--- config.mk ---
export PLATFORM = sky130hd
export DESIGN_NAME = acondicionador_entradas
export DESIGN_NICKNAME = d
export VERILOG_FILES = /design/src/rtl/mezcla_pkg.sv /design/src/rtl/antirrebote.sv /design/src/rtl/acondicionador_entradas.sv
export SDC_FILE = /design/constraint.sdc
export NUM_CORES = 1
export LEC_CHECK = 0
export BUFFER_PORTS_ARGS = -buffer_cell sky130_fd_sc_hd__buf_4
export CAP_MARGIN = 40
export CORE_ASPECT_RATIO = 1.75
export CORE_MARGIN = 1
export CORE_UTILIZATION = 61
export CTS_CLUSTER_SIZE = 40
export DETAILED_ROUTE_END_ITERATION = 10
export GPL_TIMING_DRIVEN = 0
export HOLD_SLACK_MARGIN = 0.02
export PLACE_DENSITY_LB_ADDON = 0.25
export SLEW_MARGIN = 5
export SYNTH_ARGS = -nofsm -noshare
export SYNTH_HDL_FRONTEND = slang
export SYNTH_SLANG_ARGS = --single-unit
export TNS_END_PERCENT = 50
--- constraint.sdc ---
create_clock -name Clk -period 2.5 [get_ports Clk]
set_clock_uncertainty 0.05 [all_clocks]
set_input_delay 0 -clock Clk [delete_from_list [all_inputs] [get_ports Clk]]
set_output_delay 0 -clock Clk [all_outputs]
set_load 0.005 [all_outputs]
--- src/rtl/mezcla_pkg.sv ---
// ---------------------------------------------------------------------------
// mezcla_pkg
// Shared definitions for the mixer input-conditioning stage.
//   DEB_N_DEF / T_TOK_DEF / CW_DEF : default debounce length, token period
//                                    and counter width.
//   timer_state_t                  : token timer state encoding.
// ---------------------------------------------------------------------------
package mezcla_pkg;

    localparam int DEB_N_DEF = 4;
    localparam int T_TOK_DEF = 1000;
    localparam int CW_DEF    = 16;

    typedef enum logic {
        ST_IDLE  = 1'b0,
        ST_COUNT = 1'b1
    } timer_state_t;

endpackage : mezcla_pkg

--- src/rtl/antirrebote.sv ---
// ---------------------------------------------------------------------------
// antirrebote
// Two-flop synchronizer followed by a counting debouncer for one raw input.
// The debounced level only follows the synchronized input after DEB_N
// consecutive synchronized samples that disagree with it.
//   i_clk    : system clock, rising edge
//   i_reset  : synchronous, active-high reset
//   i_raw    : asynchronous raw input
//   o_sync   : synchronized input (second flop)
//   o_level  : debounced, registered level
// ---------------------------------------------------------------------------
module antirrebote
    import mezcla_pkg::*;
#(
    parameter int DEB_N = DEB_N_DEF,
    parameter int CW    = CW_DEF
) (
    input  logic i_clk,
    input  logic i_reset,
    input  logic i_raw,
    output logic o_sync,
    output logic o_level
);

    localparam logic [CW-1:0] DC_LAST = CW'(DEB_N - 1);
    localparam logic [CW-1:0] DC_ONE  = CW'(1);

    logic          r_meta;
    logic          r_sync;
    logic          r_level;
    logic [CW-1:0] r_dc;

    // NOTE: every flop here is updated with <= so all of them sample the
    // values from before the edge; blocking writes would collapse the
    // synchronizer into a single stage.
    always_ff @(posedge i_clk) begin
        if (i_reset) begin
            r_meta  <= 1'b0;
            r_sync  <= 1'b0;
            r_level <= 1'b0;
            r_dc    <= '0;
        end else begin
            r_meta <= i_raw;
            r_sync <= r_meta;
            if (r_sync == r_level) begin
                // Agreement at any point restarts the stability window.
                r_dc <= '0;
            end else if (r_dc == DC_LAST) begin
                // DEB_N-th consecutive disagreeing sample: accept the level.
                r_level <= r_sync;
                r_dc    <= '0;
            end else begin
                r_dc <= r_dc + DC_ONE;
            end
        end
    end

    assign o_sync  = r_sync;
    assign o_level = r_level;

endmodule : antirrebote

--- src/rtl/acondicionador_entradas.sv ---
// ---------------------------------------------------------------------------
// acondicionador_entradas
// Conditions the start button and the two level sensors for the mixer, turns
// the button into a one-shot start pulse and generates periodic time tokens
// while the mixer runs. All outputs are registered.
//   Clk     : system clock, rising edge
//   Reset   : synchronous, active-high reset
//   BtnRaw  : raw start push-button
//   P1Raw   : raw level sensor 1
//   P2Raw   : raw level sensor 2
//   Run     : timer enable (mixer S output)
//   IN      : one-cycle start pulse
//   P1, P2  : debounced sensor levels
//   TOK     : one-cycle time token, every T_TOK Run cycles
//   TokCnt  : tokens issued since Run rose, saturating at 3
// ---------------------------------------------------------------------------
module acondicionador_entradas
    import mezcla_pkg::*;
#(
    parameter int DEB_N = DEB_N_DEF,
    parameter int T_TOK = T_TOK_DEF,
    parameter int CW    = CW_DEF
) (
    input  logic       Clk,
    input  logic       Reset,
    input  logic       BtnRaw,
    input  logic       P1Raw,
    input  logic       P2Raw,
    input  logic       Run,
    output logic       IN,
    output logic       P1,
    output logic       P2,
    output logic       TOK,
    output logic [1:0] TokCnt
);

    localparam logic [CW-1:0] CNT_LAST = CW'(T_TOK - 1);
    localparam logic [CW-1:0] CNT_ONE  = CW'(1);

    logic w_btn_sync;
    logic w_btn_db;
    logic w_p1_sync;
    logic w_p2_sync;
    logic w_unused_sync;

    // ------------------------------------------------------------------
    // Input conditioning: one synchronizer + debouncer per raw input.
    // ------------------------------------------------------------------
    antirrebote #(.DEB_N(DEB_N), .CW(CW)) u_btn (
        .i_clk   (Clk),
        .i_reset (Reset),
        .i_raw   (BtnRaw),
        .o_sync  (w_btn_sync),
        .o_level (w_btn_db)
    );

    antirrebote #(.DEB_N(DEB_N), .CW(CW)) u_p1 (
        .i_clk   (Clk),
        .i_reset (Reset),
        .i_raw   (P1Raw),
        .o_sync  (w_p1_sync),
        .o_level (P1)
    );

    antirrebote #(.DEB_N(DEB_N), .CW(CW)) u_p2 (
        .i_clk   (Clk),
        .i_reset (Reset),
        .i_raw   (P2Raw),
        .o_sync  (w_p2_sync),
        .o_level (P2)
    );

    // The sensors only need their debounced level.
    assign w_unused_sync = w_p1_sync ^ w_p2_sync;

    // ------------------------------------------------------------------
    // Start one-shot.
    // ------------------------------------------------------------------
    logic [1:0] r_valid;
    logic       r_btn_prev;
    logic       r_armed;
    logic       r_in;

    always_ff @(posedge Clk) begin
        if (Reset) begin
            r_valid    <= '0;
            r_btn_prev <= 1'b0;
            r_armed    <= 1'b0;
            r_in       <= 1'b0;
        end else begin
            // r_valid[1] marks that the synchronizer holds a real sample
            // rather than the zeros left behind by reset.
            r_valid    <= {r_valid[0], 1'b1};
            r_btn_prev <= w_btn_db;
            // Arm only on a genuinely released button, so a button held
            // through reset cannot fire until it is released and pressed.
            if (r_valid[1] && !w_btn_sync && !w_btn_db) begin
                r_armed <= 1'b1;
            end
            r_in <= r_armed && w_btn_db && !r_btn_prev;
        end
    end

    assign IN = r_in;

    // ------------------------------------------------------------------
    // Token timer FSM.
    // ------------------------------------------------------------------
    timer_state_t  r_state;
    logic [CW-1:0] r_count;
    logic          r_tok;
    logic [1:0]    r_tokcnt;

    always_ff @(posedge Clk) begin
        if (Reset) begin
            r_state  <= ST_IDLE;
            r_count  <= '0;
            r_tok    <= 1'b0;
            r_tokcnt <= '0;
        end else begin
            r_tok <= 1'b0;
            case (r_state)
                ST_IDLE: begin
                    if (Run) begin
                        r_state <= ST_COUNT;
                        if (T_TOK == 1) begin
                            // A one-cycle period tokens on the first sample.
                            r_tok    <= 1'b1;
                            r_count  <= '0;
                            r_tokcnt <= 2'd1;
                        end else begin
                            r_count <= CNT_ONE;
                        end
                    end else begin
                        r_count  <= '0;
                        r_tokcnt <= '0;
                    end
                end
                ST_COUNT: begin
                    if (!Run) begin
                        // Dropping Run wins over a terminal count.
                        r_state  <= ST_IDLE;
                        r_count  <= '0;
                        r_tokcnt <= '0;
                    end else if (r_count == CNT_LAST) begin
                        r_tok   <= 1'b1;
                        r_count <= '0;
                        if (r_tokcnt != 2'd3) begin
                            r_tokcnt <= r_tokcnt + 2'd1;
                        end
                    end else begin
                        r_count <= r_count + CNT_ONE;
                    end
                end
                default: begin
                    r_state  <= ST_IDLE;
                    r_count  <= '0;
                    r_tokcnt <= '0;
                end
            endcase
        end
    end

    assign TOK    = r_tok;
    assign TokCnt = r_tokcnt;

endmodule : acondicionador_entradas

==> qor.yml <==
syn_avg_cell_area_sq_um: 8.88
pwr-share-clk: 0.377
grt_pass1_vias: 2612
via_per_inst: 5.43
gr-total-overflow: 0
synth_area_leaders: "dfxtp_1 48%, xnor2_1 8.7%, nor2_1 7.8%, xor2_1 5.1%, nand4_1 4.2%"
synth_fa_ha_area_frac: 0.0184
status: "completed"
wl_per_cell_microns: 12.7
start_util: 0.638
final_antenna_net_count: 0
grt_max_degree: 14
die_y_microns: 101
slew_viol_final: 0
first_pass_iters: 4
tightest_slew_ns: 0.431
grt_usage: 0.237
ios: 12
cts-htree-levels: 3
cp.required_ns: 2.68
hold_ws_ns: 0.371
synthCells: 384
clock-sinks: 82
cp-start-kind: "flip-flop"
cts_tree: "done"
p_per_area_mw_per_mm2: 574
grt_first_pass_wirelength_microns: 10800
p_int_w: 0.00172
synthXorXnorAreaFrac: 0.139
pwr-share-comb: 0.019
routed_wl_microns: 6230
die_area_sq_mm: 0.00590
num_vias: 2667
seq_area_frac_synth: 0.482
syn_nets: 395
fp.coreArea_sq_mm: 0.00534
finalNetCount: 423
clockBufferDepth: 2
min_period_over_period: 0.905
synth_compound_area_frac: 0.0279
io_buffers: 11
setup_viol: 0
max-vdd-ir-drop_mv: 0.472
antenna_cells: 0
post-place-ws_ns: 0.263
areaGrowthSynthToFinish_pct: 11.9
first_iter_violations: 142
crit_type: "reg -> reg"
cap_violations: 0
power.leakage_nw: 1.23
reg2reg_depth: 6
power.switching_w: 0.000472
fin_tns_setup_ns: 0
synth.largest_area_cell: "dfxtp_1"
rows: 35
seq_power_share: 0.604
setup_ws_ns: 0.238
ys_ff_latch: 82
dp_hpwl_microns: 4270
syn-cell-area_sq_mm: 0.00341
hp-class: "in -> reg"
fmaxAchievable_mhz: 442
min_period_ns: 2.26
cts_buffers: 9
ctsRootBufferMaster: "clkbuf_8"
stdcell_area_sq_mm: 0.00381
drc_errors: 0
die_width_microns: 58.5
ys_warn_count: 0
yosys.area_share.simple: 0.297
drive_gt1_frac: 0.0719
antenna_found_initial: 0
synthMuxAreaShare: 0.00881
crit_fanout: 10
rsz0062_at_grt: "false"
synth_top_cell_area_share: 0.482
synth.distinct_cells: 31
clk_pin_slew_ns: 0.08
cp_data_arrival_time_ns: 2.44
max-slew-margin-rel: 0.710
hold_depth: 3
synth_top_family_by_area: "simple AND/OR/NAND/NOR gates"
clock_latency_ns: 0.34
endpoint_kind: "flip-flop"
place_congestion: 0.891
hold_violations: 0
p_sw_frac: 0.216
place_area_sq_mm: 0.00358
[final timing paths]
kind               startpoint            to  slack (ns)
setup / recovery  r_count[12]   r_count[11]        0.24
hold reg to reg   u_p2.r_meta   u_p2.o_sync        0.40
hold / removal         BtnRaw  u_btn.r_meta        0.37
setup reg to reg  r_count[12]   r_count[11]        0.24
[synth_stat cells]
master and count:
a21oi_1 8, and2_1 2, and3_1 5, and3b_1 1, and4_1 3, buf_2 2
clkbuf_1 8, dfxtp_1 82, ha_1 5, inv_1 14, mux2i_1 3, nand2_1 19
nand2b_1 1, nand3_1 21, nand4_1 23, nor2_1 71, nor2b_1 8, nor3_1 13
nor4_1 16, nor4b_1 3, o211ai_1 1, o21ai_0 3, o31ai_1 2, o41ai_1 2
or2b_1 1, or3_1 7, or3b_2 1, or4_1 4, or4b_2 1, xnor2_1 34
xor2_1 20
[sequential cells by signal, indices dropped and copies added, names as in the netlist, 2 cells and up]
register / count
TokCnt: 2
r_count: 16
r_valid: 2
u_btn.r_dc: 16
u_p1.r_dc: 16
u_p2.r_dc: 16
[stage by stage]
| step | instances | util | total power, W |
|---|---|---|---|
| floorplan | 384 | - | 0.00137 |
| global placement | 469 | 0.671 | 0.00139 |
| detailed placement | 469 | 0.671 | 0.00139 |
| CTS | 491 | 0.714 | 0.00222 |
| global route | 491 | 0.714 | 0.00228 |
| finish | 491 | 0.714 | 0.00219 |
[routing by layer]
layer  up-vias  track usage  wire [microns]
met5         -            0               0
met4         0        0.117             148
met3        15       0.0539             208
met2        57        0.419            3200
met1      1213        0.260            2670
li1       1382            -               -
[power groups by stage]
stage / registers (W) / logic (W) / clock network, W
2_1_floorplan: 0.00135 / 0.0000210 / 0
3_3_place_gp: 0.00135 / 0.0000337 / 0
3_5_place_dp: 0.00135 / 0.0000339 / 0
4_1_cts: 0.00132 / 0.0000419 / 0.000852
5_1_grt: 0.00132 / 0.0000473 / 0.000905
6_report: 0.00132 / 0.0000417 / 0.000826
[placed cells by master (no fill, tap or decap), drive strengths merged, types with 3 or more instances in the layout]
| cell | instances |
|---|---|
| dfxtp | 82 |
| nor2 | 71 |
| xnor2 | 34 |
| nand4 | 23 |
| nand3 | 21 |
| xor2 | 20 |
| nand2 | 19 |
| clkbuf | 19 |
| nor4 | 16 |
| inv | 14 |
| nor3 | 13 |
| buf | 13 |
| a21oi | 8 |
| nor2b | 8 |
| or3 | 7 |
| dlygate4sd3 | 6 |
| and3 | 5 |
| ha | 5 |
| or4 | 4 |
| nor4b | 3 |
| and4 | 3 |
| o21ai | 3 |
| mux2i | 3 |
| clkinv | 3 |
[layout make-up]
cell class                      instances  area (sq um)
Sequential cell                        82          1640
Multi-Input combinational cell        278          1670
Clock inverter                          5          30.0
Inverter                               14          52.6
Timing Repair Buffer                   17           143
Tap cell                               74          92.6
Clock buffer                           11           141
Buffer                                 10          40.0
Fill cell                             449          1530
[critical path: stages, from the launching register on]
cell and delay (ns):
dfxtp_1 0.35, or4_1 0.53, or4_1 0.52, buf_2 0.16, nand3_1 0.19, buf_2 0.27
nor2_1 0.09
[cell families after synthesis]
family          Yosys count
buf+inv                  24
fa+ha+maj                 5
compound gates           16
flops                    82
mux                       3
xor+xnor                 54
simple gates            200
[timing repair]
| item | 4_1_cts | 5_1_grt |
|---|---|---|
| hold buffers | 6 | 0 |
| hold endpoints to repair | 11 | 0 |
| resized for setup | 0 | 0 |
| buffers inserted | 0 | 0 |
Note: power is estimated with default switching activity, not from simulation.
